$ cat src/rtl/z80_jr_cond_exec.sv
// Executes the Z80 conditional relative jump (JR NZ/Z/NC/C, e) as a multi-cycle
// sequence (M1, displacement read, optional internal cycle) and emits a retirement trace.
module z80_jr_cond_exec (
    input  logic        clk,
    input  logic        reset_n,
    input  logic        start,
    input  logic [7:0]  opcode,
    input  logic [15:0] pc_in,
    input  logic [7:0]  f_in,
    input  logic        mem_wait,
    input  logic [7:0]  mem_rdata,
    output logic        mem_rd,
    output logic [15:0] mem_addr,
    output logic        busy,
    output logic        done,
    output logic        err,
    output logic [15:0] pc_out,
    output logic        z80fi_valid,
    output logic [31:0] z80fi_insn,
    output logic [3:0]  z80fi_insn_len,
    output logic [15:0] z80fi_reg_ip_in,
    output logic [15:0] z80fi_reg_ip_out,
    output logic [7:0]  z80fi_reg_f_in,
    output logic [2:0]  z80fi_mcycle_type1,
    output logic [2:0]  z80fi_mcycle_type2,
    output logic [2:0]  z80fi_mcycle_type3,
    output logic [2:0]  z80fi_mcycle_type4,
    output logic [3:0]  z80fi_tcycles1,
    output logic [3:0]  z80fi_tcycles2,
    output logic [3:0]  z80fi_tcycles3
);

    localparam logic [2:0] CYCLE_NONE     = 3'd0;
    localparam logic [2:0] CYCLE_M1       = 3'd1;
    localparam logic [2:0] CYCLE_RDWR_MEM = 3'd2;
    localparam logic [2:0] CYCLE_INTERNAL = 3'd3;

    typedef enum logic [2:0] {
        S_IDLE,
        S_M1,
        S_RD,
        S_INT,
        S_RETIRE
    } state_t;

    state_t      state, state_next;
    logic [2:0]  tcnt, tcnt_next;

    logic [7:0]  op_q;
    logic [7:0]  f_q;
    logic [15:0] pc_q;
    logic [7:0]  e_q;
    logic [3:0]  tcyc2_q;
    logic        err_q;

    logic [15:0] pc_out_q;
    logic [31:0] tr_insn;
    logic [3:0]  tr_len;
    logic [15:0] tr_ip_in;
    logic [15:0] tr_ip_out;
    logic [7:0]  tr_f;
    logic [2:0]  tr_type1, tr_type2, tr_type3, tr_type4;
    logic [3:0]  tr_tc1, tr_tc2, tr_tc3;

    logic        bad_op;
    logic        accept;
    logic [1:0]  cc;
    logic        flag;
    logic        taken;
    logic [7:0]  e_eff;
    logic [15:0] pc_next;
    logic        retire_load;

    assign bad_op = !((opcode[7:5] == 3'b001) && (opcode[2:0] == 3'b000));
    assign accept = (state == S_IDLE) && start && !bad_op;

    assign cc    = op_q[4:3];
    assign flag  = cc[1] ? f_q[0] : f_q[6];
    assign taken = (flag == cc[0]);

    // Not-taken jumps retire on the same edge that samples e, so use the live bus byte then.
    assign e_eff   = (state == S_RD) ? mem_rdata : e_q;
    assign pc_next = pc_q + 16'd2 + (taken ? {{8{e_eff[7]}}, e_eff} : 16'd0);

    always_ff @(posedge clk or negedge reset_n) begin
        if (!reset_n) begin
            state <= S_IDLE;
            tcnt  <= '0;
        end else begin
            state <= state_next;
            tcnt  <= tcnt_next;
        end
    end

    always_comb begin
        state_next = state;
        tcnt_next  = tcnt;
        case (state)
            S_IDLE: begin
                if (accept) begin
                    state_next = S_M1;
                    tcnt_next  = '0;
                end
            end
            S_M1: begin
                if (tcnt == 3'd2) begin
                    state_next = S_RD;
                    tcnt_next  = '0;
                end else begin
                    tcnt_next = tcnt + 3'd1;
                end
            end
            S_RD: begin
                case (tcnt)
                    3'd0: tcnt_next = 3'd1;
                    3'd1: if (!mem_wait) tcnt_next = 3'd2;
                    default: begin
                        state_next = taken ? S_INT : S_RETIRE;
                        tcnt_next  = '0;
                    end
                endcase
            end
            S_INT: begin
                if (tcnt == 3'd4) begin
                    state_next = S_RETIRE;
                    tcnt_next  = '0;
                end else begin
                    tcnt_next = tcnt + 3'd1;
                end
            end
            S_RETIRE: begin
                state_next = S_IDLE;
                tcnt_next  = '0;
            end
            default: begin
                state_next = S_IDLE;
                tcnt_next  = '0;
            end
        endcase
    end

    assign retire_load = (state_next == S_RETIRE) && (state != S_RETIRE);

    always_ff @(posedge clk or negedge reset_n) begin
        if (!reset_n) begin
            op_q      <= '0;
            f_q       <= '0;
            pc_q      <= '0;
            e_q       <= '0;
            tcyc2_q   <= '0;
            err_q     <= 1'b0;
            pc_out_q  <= '0;
            tr_insn   <= '0;
            tr_len    <= '0;
            tr_ip_in  <= '0;
            tr_ip_out <= '0;
            tr_f      <= '0;
            tr_type1  <= CYCLE_NONE;
            tr_type2  <= CYCLE_NONE;
            tr_type3  <= CYCLE_NONE;
            tr_type4  <= CYCLE_NONE;
            tr_tc1    <= '0;
            tr_tc2    <= '0;
            tr_tc3    <= '0;
        end else begin
            err_q <= (state == S_IDLE) && start && bad_op;
            if (accept) begin
                op_q    <= opcode;
                f_q     <= f_in;
                pc_q    <= pc_in;
                tcyc2_q <= 4'd3;
            end
            if ((state == S_RD) && (tcnt == 3'd1) && mem_wait && (tcyc2_q != 4'd15)) begin
                tcyc2_q <= tcyc2_q + 4'd1;
            end
            if ((state == S_RD) && (tcnt == 3'd2)) begin
                e_q <= mem_rdata;
            end
            if (retire_load) begin
                pc_out_q  <= pc_next;
                tr_insn   <= {16'h0000, e_eff, op_q};
                tr_len    <= 4'd2;
                tr_ip_in  <= pc_q;
                tr_ip_out <= pc_next;
                tr_f      <= f_q;
                tr_type1  <= CYCLE_M1;
                tr_type2  <= CYCLE_RDWR_MEM;
                tr_type3  <= taken ? CYCLE_INTERNAL : CYCLE_NONE;
                tr_type4  <= CYCLE_NONE;
                tr_tc1    <= 4'd4;
                tr_tc2    <= tcyc2_q;
                tr_tc3    <= taken ? 4'd5 : 4'd0;
            end
        end
    end

    assign mem_rd   = (state == S_RD);
    assign mem_addr = mem_rd ? (pc_q + 16'd1) : 16'd0;
    assign busy     = (state != S_IDLE);
    assign done     = (state == S_RETIRE);
    assign err      = err_q;
    assign pc_out   = pc_out_q;

    assign z80fi_valid        = done;
    assign z80fi_insn         = tr_insn;
    assign z80fi_insn_len     = tr_len;
    assign z80fi_reg_ip_in    = tr_ip_in;
    assign z80fi_reg_ip_out   = tr_ip_out;
    assign z80fi_reg_f_in     = tr_f;
    assign z80fi_mcycle_type1 = tr_type1;
    assign z80fi_mcycle_type2 = tr_type2;
    assign z80fi_mcycle_type3 = tr_type3;
    assign z80fi_mcycle_type4 = tr_type4;
    assign z80fi_tcycles1     = tr_tc1;
    assign z80fi_tcycles2     = tr_tc2;
    assign z80fi_tcycles3     = tr_tc3;

endmodule
$ cat config.mk
export PLATFORM = sky130hd
export DESIGN_NAME = z80_jr_cond_exec
export DESIGN_NICKNAME = d
export VERILOG_FILES = /design/src/rtl/z80_jr_cond_exec.sv
export SDC_FILE = /design/constraint.sdc
export NUM_CORES = 1
export LEC_CHECK = 0
export CAP_MARGIN = 20
export CORE_UTILIZATION = 48
export DETAILED_ROUTE_END_ITERATION = 8
export PLACE_DENSITY_LB_ADDON = 0.1
export SETUP_SLACK_MARGIN = 0.4
export SYNTH_ARGS = -nofsm -noshare
export SYNTH_HDL_FRONTEND = slang
export SYNTH_SLANG_ARGS = --single-unit
$ cat constraint.sdc
create_clock -name clk -period 4.2 [get_ports clk]
set_clock_uncertainty 0.15 [all_clocks]
set_input_delay 0.42 -clock clk [delete_from_list [all_inputs] [get_ports clk]]
set_output_delay 0.42 -clock clk [all_outputs]
set_load 0.02 [all_outputs]
-- Word-level counts from Yosys, hierarchy flattened
Index checks and enable logic that the tools add are counted.
- add/sub/neg operators: 5
- eq/ne operators: 14
- muxes and demuxes: 20
- reduce and logical (&&, ||, !) cells: 17
- operators by type and width (operator ; count):
    16-bit two-way mux ; 2
    3-bit two-way mux ; 10
    3-bit one-hot mux with 4 select lines ; 2
    16-bit by 1-bit adder with 16-bit output, second input constant ; 1
    16-bit adder ; 1
    16-bit by 2-bit adder with 16-bit output, second input constant ; 1
    3-bit by 1-bit equality test with 1-bit output, second input constant ; 3
    3-bit by 2-bit equality test with 1-bit output, second input constant ; 3
    3-bit equality test, second input constant ; 3
    1-bit logical AND ; 9
    3-bit zero test ; 3
    4-bit two-way mux ; 2
    8-bit two-way mux ; 1
    3-bit inequality test, second input constant ; 2
    3-bit one-hot mux with 2 select lines ; 1
    4-bit by 1-bit adder with 4-bit output, second input constant ; 1
    4-bit inequality test, second input constant ; 1
    3-bit by 1-bit adder with 3-bit output, second input constant ; 1
    3-bit nonzero test ; 1
    2-bit two-way mux ; 1
    2-bit inequality test, second input constant ; 1
    2-bit AND reduction ; 1
    2-bit nonzero test ; 1
    2-bit OR reduction ; 1
    3 further kinds ; 3
- register bits after elaboration: 119
- input bits: 44
- output and inout port bits: 137
- word-level logic and storage cells: 72

-- Longest topological paths before layout
Gate-level depths: netlist of the first run.
- word-level depth: 7
- mapped depth: 17
- gate-level depth less buffers: 15

-- Least setup slack after synthesis of the first run
OpenSTA, ideal clock, no wires.
- kind: reg2reg
- start: register state[1]
- end: register tr_ip_out[9] (netlist: z80fi_reg_ip_out[9])
- arrival: 3.500 ns
- path slack: 0.421 ns
- cell stages (with the launch flop): 18
- path through: dfrtp_1 inv_2 or3_1 buf_6 clkinv_4 buf_4 mux2i_1 or2_2 ha_1 inv_1 ha_1 fa_1 a21oi_1 nor2_1 o31a_1 o21ai_0 nor4b_1 nor3_1
- elaborated cells between the ends (all ways): 17
- RTL lines (element ; RTL line ; RTL):
    start, declared ; 46 ; state_t state, state_next;
    start signal, assigned ; 90 ; state <= state_next;
    3-bit by 2-bit equality test with 1-bit output * ; -- ;
    net mem_rd ; 12 ; output logic mem_rd,
    8-bit two-way mux / 3-bit one-hot mux with 4 select lines (equally long branches) ; 82, 98 ;
    16-bit two-way mux / 3-bit equality test (equally long branches) ; 83, 142 ;
    16-bit adder / 1-bit logical AND (equally long branches) ; 83, 142 ;
    end signal, assigned ; 184 ; tr_ip_out <= pc_next;
    end, declared ; 60 ; logic [15:0] tr_ip_out;
Mark *: on every way through the listed nets, which the timed path passes. The rest lies on a longest branch.
A chain may end at the register's enable or synchronous reset.

-- Final worst setup path of the first run
- start: register state[1]
- end: register tr_ip_out[9] (netlist: z80fi_reg_ip_out[9])
- longest elaborated chain between the ends: 7
- elaborated cells between the ends (all ways): 17
- ends and longest elaborated chain (element):
    branches (longest 7 deep; another with 16-bit adder)
Parallel ways; which one is timed is not known.

==> impl_results.md, run 1 <==
- Layout area overhead: 33.41%
- Kind of end point of the critical path: flip-flop
- Cells after Synth: between 600 and 700
- Minimum clock period: 3.690 ns
- Detail Placement HPWL: 10400 um
- Worst hold path type: flip-flop to flip-flop
- Io pins: between 150 and 200
- Port Buffers: 148
- Distinct cells, synth: 55
- CTS clk-pin slew, worst paths: 0.06 ns
- RSZ-0062 raised after global routing: yes
- Finished Layout Cells: around 950
- Share of layout cells above drive strength 1: 0.1208
- CTS buffer count: 17
- Hold_sp: z80fi_reg_ip_in[0]
- Vias: 4832
- Routed wire length: 14930 um
- Antenna fix cells: 0
- GRT Residual Overflow: 0
- Reg power frac: 0.293
- Final hold vios: 0
- Int Power: 0.003428 W
- Post-route DRC: 0
- Ranking of synthesized cells by area: dfrtp_1 46%, nand2_1 8.6%, buf_4 7.6%, ha_1 7.1%, mux2_2 6.2%
- Leakage: 3.885 nW
- Worst vdd ir: 0.4823 mV
- Share of the synthesized area in the top cell type: 0.4615
- Power density cells: 669.8 nW/um2
- Total die area: 13220 um2
- Mean post-synth cell area: around 9.7 um2
- Vias in the first global route: 4724
- Area after DPL: 7452 um2
- Routed length per instance: 15.78 um
- Final worst path period share: 0.8787
- Fin util: 0.6694
- RePlAce Congestion: slightly below 0.9
- Slowest stage delay, CP: 0.45 ns
- Least-Margin Pin Slew: 0.7827 ns
- Worst setup path class: flip-flop to flip-flop
- Combinational Power Share: 0.425
- Nets@finish: 845
- Critical-path cell list: inv_2, or3_1, clkinv_4, mux2i_1, or2_2, ha_1, inv_1, ha_1, fa_1, a21oi_2, nor2_2, o31a_1, o21ai_2, nor4b_4, nor3_1
- Seq/Total Area, Yosys: 0.4615
- Num rows: 40
- FF-to-FF Start: state[1]
- Iter 0 DRT Violations: 251
- GRT Total Usage: 0.2333
- Core area: 12210 um2
- Sw Ratio: 0.3738
- Fin area: 8174 um2
- Area leader, netlist: dfrtp_1
- Global-route wire length before repair: between 20000 and 25000 um
- Mapped Area: 6127 um2
- Number of antenna violations at the first check in global routing: 0
- Power consumption: between 0.005 and 0.006 W
- Via density: 5.108
- CP arrival: around 3.8 ns
- Register bit total from synthesis: 113
- Required time worst endpoint: 4.35 ns
- Starting Density: 0.5017
- Max-Cap Viols: 0
- Max_slew headroom: 0.4782
- P_sw: slightly above 0.002 W
- Fmax: 271.0 MHz
- Buffers & Inverters on Critical Path: 3
- Pin count of the biggest net entering global routing: 61
- Worst-path maximum fanout: 12
- Final setup viols: 0
- CTS tree: built
- CP max stage cell: or3_1
- Status: completed
- Htree depth: 4
- Main flop type after synthesis: dfrtp_1
- Crit path max-delay family: simple AND/OR/NAND/NOR gates
- Yosys warns: 0
- Setup TNS: 0 ns
- Die Wd: 115.0 um
- Worst Setup SP: state[1]
- Clk_lat worst skew: about 0.41 ns
- CTS Buffer Depth: 2
- Drt pass-1 iters: 5
- Routed Antenna Nets: 0
- Cell mode on critical path: ha_1
- Post-synth EDFFs: 0
- Clock Sinks: approximately 110
- Synth async-reset ratio: 1.000
- Post-Place Cells: 909
- Clk network pwr share: 0.281
- Filler instances: 1001
- Critical Path Source Type: flip-flop
- Final Max Tran Viols: 0
- DIE HEIGHT: 115.0 um
- Clock root buffer: clkbuf_16
cells in the final DEF, fill, tap and decap left out, drive strengths merged, types with 2 or more instances in the layout:
cell           count
a21o               5
a21oi             29
a31oi              3
and2              10
and3               5
buf               12
bufinv             4
clkbuf            19
clkdlybuf4s50    147
clkinv             5
clkinvlp           5
conb              32
dfrtp            113
ha                35
inv               13
mux2              34
mux2i              9
nand2            140
nand2b             2
nand3              9
nand4              4
nor2              51
nor2b              4
nor3               4
o211ai             2
o21a               2
o21ai             25
o22ai              2
o31ai              3
or3                3
xnor2             12
xor2              14
area by class of cell:
type,count,area (um2),area share
tap,168,210.2,0.02572
sequential,113,2829,0.3461
timing repair buffer,160,1572,0.1923
clock inverter,13,185.2,0.02265
clock buffer,19,452.9,0.05541
inverter,14,57.56,0.007041
multi-input combinational,459,2868,0.3508
logic make-up (layout without fill, tap and decap cells):
kind of cell / after synthesis / in the layout / synth area share
muxes: 43 / 43 / 0.07719
adders and majority gates: 36 / 36 / 0.07474
buffers and inverters: 93 / 206 / 0.09823
xor gates and xnor gates: 26 / 26 / 0.03717
other: 1 / 32 / 0.0006120
DFF: 113 / 113 / 0.4615
and+or+nand+nor: 240 / 240 / 0.1699
AOI/OAI and AO/OA: 82 / 82 / 0.08066
cells in the mapped netlist, drive strengths merged, types with 2 or more instances:
library cell / n
a21o: 5
a21oi: 29
a31oi: 3
and2: 10
and3: 5
buf: 69
clkbuf: 10
dfrtp: 113
ha: 35
inv: 13
mux2: 34
mux2i: 9
nand2: 140
nand2b: 2
nand3: 9
nand4: 4
nor2: 51
nor2b: 4
nor3: 4
o211ai: 2
o21a: 2
o21ai: 25
o22ai: 2
o31ai: 3
or3: 3
xnor2: 12
xor2: 14
path summary, 6_finish.rpt:
kind	endpoint	depth (start not counted)	slack (ns)
setup / recovery	z80fi_reg_ip_out[9]	15	0.51
hold / removal	z80fi_reg_ip_in[0]	2	0.31
setup reg to reg	z80fi_reg_ip_out[9]	15	0.51
hold reg to reg	z80fi_reg_ip_in[0]	2	0.31
max in group asynchronous	state[1]	3	2.54
min in group asynchronous	z80fi_reg_ip_in[5]	2	0.48
routing by layer:
layer	global-route usage	up-vias	share of wire
met5	0	-	0
met4	0.06753	0	0.0076
met2	0.3823	170	0.49
li1	-	2295	-
met3	0.06378	12	0.062
met1	0.3032	2355	0.44
tightest hold or removal path, stage by stage (launching register included):
cell and delay (ns):
dfrtp_1 0.34, nand2_1 0.05, nand2_1 0.05
repair_timing:
action	in CTS	in global routing
setup endpoints to repair	2	6
pin swaps	0	0
buffers inserted	0	4
resized for setup	3	8
hold buffers	1	0
hold endpoints to repair	57	0
metrics by stage:
stage	hold slack, ns	setup slack (ns)
2_1_floorplan	-0.02559	0.4207
3_3_place_gp	0.2984	0.4231
3_5_place_dp	0.3038	0.2850
4_1_cts	0.3165	0.4388
5_1_grt	0.3437	0.3260
6_report	0.3118	0.5096
state kept, by name (all words and copies together) (netlist names):
name              count
z80fi_reg_ip_in      16
z80fi_reg_f_in        8
z80fi_reg_ip_out     16
e_q                   8
z80fi_insn           16
op_q                  8
z80fi_tcycles1        1
err                   1
f_q                   8
z80fi_tcycles3        1
state                 3
tcnt                  3
tcyc2_q               4
pc_q                 16
z80fi_tcycles2        4
power groups by stage:
stage | logic, W | registers (W) | clock network (W)
after floorplan | 0.00138 | 0.00175 | 0
after global placement | 0.00224 | 0.00160 | 0
after detailed placement | 0.00226 | 0.00161 | 0
after CTS | 0.00229 | 0.00160 | 0.00156
after global routing | 0.00251 | 0.00164 | 0.00161
final | 0.00233 | 0.00161 | 0.00154
(Power assumes the default switching activity.)
==> run 2, diff against run 1 <==
--- a/config.mk
+++ b/config.mk
@@ -5,8 +5,9 @@
 export SDC_FILE = /design/constraint.sdc
 export NUM_CORES = 1
 export LEC_CHECK = 0
+export ABC_CLOCK_PERIOD_IN_PS = 4200
 export CAP_MARGIN = 20
-export CORE_UTILIZATION = 48
+export CORE_UTILIZATION = 30
 export DETAILED_ROUTE_END_ITERATION = 8
 export PLACE_DENSITY_LB_ADDON = 0.1
 export SETUP_SLACK_MARGIN = 0.4
==> run 2 against run 1 <==
Effect of this change:
- utilization is 25 points lower
- first-iteration DRC count is 35% lower
- design area is 0.92% higher
- clock power is 6% lower
- via count is 1.9% lower
- non-clock buffer count is 2 higher
- global-route usage is 7.2 points lower
- sequential cell count stayed put
- sequential power hardly changed
- register-to-register slack better by 0.06 ns
- cell count is 10% higher
==> impl_results.md, run 2 (synthesis results as in run 1) <==
- Final hold vios: 0 (unchanged)
- Finished Layout Cells: 1044 (was 946)
- Status: completed (unchanged)
- Via density: 4.542 (was 5.108)
- Nets@finish: 847 (was 845)
- Routed Antenna Nets: 0 (unchanged)
- Worst vdd ir: 0.2953 mV (was 0.4823 mV)
- Pin count of the biggest net entering global routing: 61 (unchanged)
- Vias in the first global route: 4829 (was 4724)
- Final worst slack: 0.5689 ns (was 0.5096 ns)
- Worst hold path type: flip-flop to flip-flop (unchanged)
- Critical Path Source Type: flip-flop (unchanged)
- Commonest non-fill, non-tap cell in the layout: clkdlybuf4s50_1 (unchanged)
- Starting Density: 0.3107 (was 0.5017)
- GRT Residual Overflow: 0 (unchanged)
- GRT Total Usage: 0.1614 (was 0.2333)
- RSZ-0062 raised after global routing: no (was yes)
- Drt pass-1 iters: 4 (was 5)
- Kind of end point of the critical path: flip-flop (unchanged)
- Metal1 wirelength: 7531 um (was 6625 um)
- Pre-CTS setup slack: 0.3472 ns (was 0.2850 ns)
- Final Max Tran Viols: 0 (unchanged)
- Clock root buffer: clkbuf_16 (unchanged)
- Fmax: 275.4 MHz (was 271.0 MHz)
- RePlAce Congestion: 0.8289 (was 0.8827)
- Final setup viols: 0 (unchanged)
- Top layer in use: met4 (unchanged)
- Min-Delay Endpoint: z80fi_reg_ip_in[9] (was z80fi_reg_ip_in[0])
- Die Wd: 144.9 um (was 115.0 um)
- Number of antenna violations at the first check in global routing: 0 (unchanged)
- Leakage: 3.883 nW (was 3.885 nW)
- Least-Margin Pin Slew: 0.6973 ns (was 0.7827 ns)
- Clock Sinks: 113 (unchanged)
- Power density cells: 651.3 nW/um2 (was 669.8 nW/um2)
- CP arrival: 3.78 ns (was 3.84 ns)
- Max-Cap Viols: 0 (unchanged)
- Routed length per instance: 15.37 um (was 15.78 um)
- Io pins: 181 (unchanged)
- Reg2reg path depth: 14 (was 15)
- Minimum clock period: 3.631 ns (was 3.690 ns)
- Filler instances: 1937 (was 1001)
- R2r endpoint: z80fi_reg_ip_out[9] (unchanged)
- Power consumption: 0.005373 W (was 0.005475 W)
- Routed wire length: 16050 um (was 14930 um)
- FF-to-FF Start: state[0] (was state[1])
- Area after DPL: 7581 um2 (was 7452 um2)
- Port Buffers: 148 (unchanged)
- Setup TNS: 0 ns (unchanged)
- CTS tree: built (unchanged)
- Post-Place Cells: 1006 (was 909)
- Htree depth: 4 (unchanged)
- Num rows: 51 (was 40)
- Met3 Wirelength: 734 um (was 931 um)
- Core area: 19720 um2 (was 12210 um2)
- Most frequent cells in the layout: 147 x clkdlybuf4s50_1, 140 x nand2_1, 112 x dfrtp_1 (unchanged)
- Total die area: 21000 um2 (was 13220 um2)
- Hold_sp: z80fi_reg_ip_in[9] (was z80fi_reg_ip_in[0])
- Final worst path period share: 0.8646 (was 0.8787)
- Detail Placement HPWL: 11480 um (was 10400 um)
- Post-route DRC: 0 (unchanged)
- Reg-to-reg setup timing slack: 0.57 ns (was 0.51 ns)
- Required time worst endpoint: 4.34 ns (was 4.35 ns)
- Worst-path maximum fanout: 10 (was 12)
- Antenna fix cells: 0 (unchanged)
- Layout area overhead: 34.63% (was 33.41%)
- WL met2: 7570 um (was 7260 um)
- Hold path depth: 2 (unchanged)
- Share of layout cells above drive strength 1: 0.1181 (was 0.1208)
- Fin area: 8249 um2 (was 8174 um2)
- Iter 0 DRT Violations: 164 (was 251)
- Worst setup path class: flip-flop to flip-flop (unchanged)
- CTS clk-pin slew, worst paths: 0.05 ns (was 0.06 ns)
- Global-route wire length before repair: 26480 um (was 23410 um)
- DIE HEIGHT: 144.9 um (was 115.0 um)
- CTS buffer count: 17 (unchanged)
- CTS Buffer Depth: 2 (unchanged)
- Vias: 4742 (was 4832)
- Clk_lat worst skew: 0.42 ns (was 0.41 ns)
- Max_slew headroom: 0.5344 (was 0.4782)
run 2: worst max path at each step:
stage / startpoint / endpoint / slack, ns
3_3_place_gp: state[1] / z80fi_reg_ip_out[9] / 0.42
5_1_grt: state[0] / z80fi_reg_ip_out[9] / 0.39
2_1_floorplan: state[1] / z80fi_reg_ip_out[9] / 0.42
3_5_place_dp: state[1] / z80fi_reg_ip_out[9] / 0.35
6_report: state[0] / z80fi_reg_ip_out[9] / 0.57
4_1_cts: state[0] / z80fi_reg_ip_out[9] / 0.40
run 2: cell type report:
cell class | count | area, um2 | share of cell area
Sequential cell | 113 | 2829 | 0.3429
Clock buffer | 22 | 484.2 | 0.05870
Inverter | 14 | 57.56 | 0.006977
Multi-Input combinational cell | 459 | 2854 | 0.3460
Tap cell | 265 | 331.6 | 0.04019
Clock inverter | 9 | 106.4 | 0.01289
Timing Repair Buffer | 162 | 1587 | 0.1923
run 2: where the power goes:
| part | internal, W | switching, W |
|---|---|---|
| logic | 0.00106 | 0.00128 |
| clock network | 0.000929 | 0.000510 |
| registers | 0.00136 | 0.000240 |
| total | 0.00335 | 0.00203 |
run 2: repair_timing:
action | in CTS | in global routing
endpoints found under the setup margin | 3 | 5
hold endpoints to repair | 37 | 0
resized for setup | 2 | 5
buffers inserted | 1 | 5
hold buffers | 1 | 0
run 2: metrics by stage:
step                hold slack (ns)  utilization
floorplan                  -0.02559            -
global placement             0.2830       0.3845
detailed placement           0.2898       0.3845
CTS                          0.3170       0.4160
global route                 0.3322       0.4184
finish                       0.3091       0.4184
run 2: worst max-delay path, cell delays in order (launching register included):
cell and delay [ns]:
dfrtp_2 0.45, or3_4 0.41, clkinv_4 0.12, mux2i_1 0.10, or2_2 0.28, ha_1 0.28
inv_1 0.04, ha_1 0.21, fa_1 0.42, a21oi_2 0.17, nor2_1 0.11, o31a_1 0.30
o21ai_1 0.16, nor4b_2 0.23, nor3_1 0.08
run 2: per-layer routing:
metal  vias up  track usage
met5         -            0
met4         0      0.05532
met3        17      0.04025
met2       140       0.2575
met1      2282       0.2120
li1       2303            -
==> run 3, diff against run 2 <==
--- a/config.mk
+++ b/config.mk
@@ -7,10 +7,12 @@
 export LEC_CHECK = 0
 export ABC_CLOCK_PERIOD_IN_PS = 4200
 export CAP_MARGIN = 20
-export CORE_UTILIZATION = 30
+export CORE_UTILIZATION = 45
 export DETAILED_ROUTE_END_ITERATION = 8
 export PLACE_DENSITY_LB_ADDON = 0.1
+export REMOVE_ABC_BUFFERS = 1
 export SETUP_SLACK_MARGIN = 0.4
 export SYNTH_ARGS = -nofsm -noshare
 export SYNTH_HDL_FRONTEND = slang
 export SYNTH_SLANG_ARGS = --single-unit
+export TNS_END_PERCENT = 20
==> run 3 against run 2 <==
Effect of this change:
- cell count decreased by 8.5%
- die area shrank 33%
- first-iteration DRC count up 34%
- sequential power about the same
- design area fell by 1.3%
- register-to-register slack better by 0.05 ns
- routed wire length shrank 13%
- highest routed layer unchanged
==> impl_results.md, run 3 (synthesis results as in run 1) <==
- Minimum clock period: 3.578 ns (was 3.631 ns)
- Detail Placement HPWL: 9875 um (was 11480 um)
- RePlAce Congestion: 0.8684 (was 0.8289)
- Reg2reg path depth: 14 (unchanged)
- Routed Antenna Nets: 0 (unchanged)
- Crit path max-delay family: compound AO/OA/AOI/OAI gates (was simple AND/OR/NAND/NOR gates)
- Slowest stage delay, CP: 0.41 ns (was 0.45 ns)
- Critical Path Source Type: flip-flop (unchanged)
- Final worst path period share: 0.8519 (was 0.8646)
- RSZ-0062 raised after global routing: no (unchanged)
- Pin count of the biggest net entering global routing: 61 (unchanged)
- Post-Place Cells: 918 (was 1006)
- CTS Buffer Depth: 2 (unchanged)
- Multi-input combinational cell area: 2869 um2 (was 2854 um2)
- Via density: 4.968 (was 4.542)
- Required time worst endpoint: 4.31 ns (was 4.34 ns)
- Number of antenna violations at the first check in global routing: 0 (unchanged)
- CTS tree: built (unchanged)
- Starting Density: 0.4627 (was 0.3107)
- Final setup viols: 0 (unchanged)
- Leakage: 3.846 nW (was 3.883 nW)
- Least-Margin Pin Slew: 0.8775 ns (was 0.6973 ns)
- Share of layout cells above drive strength 1: 0.1245 (was 0.1181)
- Filler instances: 1116 (was 1937)
- Kind of end point of the critical path: flip-flop (unchanged)
- Die Wd: 118.7 um (was 144.9 um)
- Global-route wire length before repair: 23040 um (was 26480 um)
- P_sw: 0.002003 W (was 0.002027 W)
- Worst Setup SP: state[1] (was state[0])
- Reg power frac: 0.299 (was 0.298)
- Routed wire length: 13980 um (was 16050 um)
- GRT Residual Overflow: 0 (unchanged)
- Total die area: 14090 um2 (was 21000 um2)
- Htree depth: 4 (unchanged)
- Power consumption: 0.005321 W (was 0.005373 W)
- Setup TNS: 0 ns (unchanged)
- Post-route DRC: 0 (unchanged)
- Vias in the first global route: 4657 (was 4829)
- Sw Ratio: 0.3765 (was 0.3773)
- Buffers & Inverters on Critical Path: 3 (was 2)
- GRT Total Usage: 0.2099 (was 0.1614)
- Worst vdd ir: 0.3551 mV (was 0.2953 mV)
- Hold path depth: 2 (unchanged)
- Critical-path cell list: inv_2, or3_4, clkinv_4, buf_4, mux2i_1, nor2_1, ha_1, ha_1, a21o_1, a311o_1, a41oi_2, a21oi_1, xnor2_1, a21oi_1 (was or3_4, clkinv_4, mux2i_1, or2_2, ha_1, inv_1, ha_1, fa_1, a21oi_2, nor2_1, o31a_1, o21ai_1, nor4b_2, nor3_1)
- Int Power: 0.003318 W (was 0.003346 W)
- Worst-path maximum fanout: 9 (was 10)
- Hold_ws: 0.3104 ns (was 0.3091 ns)
- Max_slew headroom: 0.4141 (was 0.5344)
- Storage cell area: 2829 um2 (unchanged)
- Core area: 13240 um2 (was 19720 um2)
- Final hold vios: 0 (unchanged)
- Clock Sinks: 113 (unchanged)
- Commonest non-fill, non-tap cell in the layout: clkdlybuf4s50_1 (unchanged)
- Final Max Tran Viols: 0 (unchanged)
- Iter 0 DRT Violations: 220 (was 164)
- Critical path depth: 14 (unchanged)
- Clk network pwr share: 0.265 (was 0.268)
- CTS buffer count: 17 (unchanged)
- Antenna fix cells: 0 (unchanged)
- Combinational Power Share: 0.436 (was 0.434)
- Vias: 4744 (was 4742)
- Clk_lat worst skew: 0.41 ns (was 0.42 ns)
- Port Buffers: 148 (unchanged)
- Hold_sp: z80fi_insn[2] (was z80fi_reg_ip_in[9])
- Worst hold path type: flip-flop to flip-flop (unchanged)
- Io pins: 181 (unchanged)
- CP arrival: 3.68 ns (was 3.78 ns)
- Num rows: 42 (was 51)
- CP max stage cell: dfrtp_2 (unchanged)
- FF-to-FF Start: state[1] (was state[0])
- Most frequent cells in the layout: 147 x clkdlybuf4s50_1, 140 x nand2_1, 112 x dfrtp_1 (unchanged)
- Layout area overhead: 32.94% (was 34.63%)
- Finished Layout Cells: 955 (was 1044)
- Fmax: 279.5 MHz (was 275.4 MHz)
- Clock root buffer: clkbuf_16 (unchanged)
- Worst setup path class: flip-flop to flip-flop (unchanged)
- Nets@finish: 846 (was 847)
- Routed length per instance: 14.64 um (was 15.37 um)
- DIE HEIGHT: 118.7 um (was 144.9 um)
- Power density cells: 653.3 nW/um2 (was 651.3 nW/um2)
- CTS clk-pin slew, worst paths: 0.05 ns (about the same)
- Drt pass-1 iters: 4 (unchanged)
- Max-Cap Viols: 0 (unchanged)
- Status: completed (unchanged)
==> run 3: cell count changes in the layout (fill, tap and decap cells not counted), sizes merged <==
cell	previous run	this run
clkbuf	22	20
inv	13	14
clkinv	5	2
buf	14	13
clkinvlp	3	8
==> run 3: final cells by class <==
type	instances	share of cell area
multi-input combinational	459	0.3522
sequential	113	0.3473
tap	176	0.02704
clock inverter	12	0.01644
clock buffer	20	0.05607
inverter	14	0.007066
timing repair buffer	161	0.1939
==> run 3: tightest hold or removal path, stage by stage (launching register included) <==
cell,delay (ns)
dfrtp_1,0.33
nand2_1,0.05
nand2_1,0.05
==> run 3: per-stage QoR <==
step | setup WS (ns) | instance area, um2 | utilization
global placement | 0.4504 | 7470 | 0.5641
CTS | 0.3266 | 8077 | 0.6099
finish | 0.6220 | 8145 | 0.6151
global route | 0.3969 | 8145 | 0.6151
floorplan | 0.2420 | 5699 | -
detailed placement | 0.3234 | 7470 | 0.5641
==> run 3: repair_timing <==
item	in CTS	in global routing
hold endpoints to repair	28	0
endpoints found under the setup margin	4	9
hold buffers	1	0
pin swaps	0	2
buffers inserted	0	4
gates resized for setup	1	13
==> run 3: per-layer routing <==
metal	vias up	GRT usage	share of wire
li1	2303	-	-
met3	15	0.05164	0.063
met2	170	0.3348	0.46
met5	-	0	0
met1	2256	0.2758	0.46
met4	0	0.07753	0.011
==> run 3: power by group through the flow <==
| stage | clock (W) | combinational (W) | sequential [W] |
|---|---|---|---|
| 6_report | 0.00141 | 0.00232 | 0.00159 |
| 5_1_grt | 0.00149 | 0.00253 | 0.00163 |
| 4_1_cts | 0.00144 | 0.00227 | 0.00159 |
| 3_5_place_dp | 0 | 0.00226 | 0.00160 |
| 3_3_place_gp | 0 | 0.00221 | 0.00159 |
| 2_1_floorplan | 0 | 0.00102 | 0.00187 |
==> run 3: worst paths after layout <==
| path | end | slack [ns] |
|---|---|---|
| min in group asynchronous | z80fi_reg_ip_in[15] | 0.33 |
| worst max register to register | z80fi_reg_ip_out[12] | 0.62 |
| worst min register to register | z80fi_insn[2] | 0.31 |
| max in group asynchronous | state[1] | 2.63 |
| worst min-delay path | z80fi_insn[2] | 0.31 |
| worst max-delay path | z80fi_reg_ip_out[12] | 0.62 |
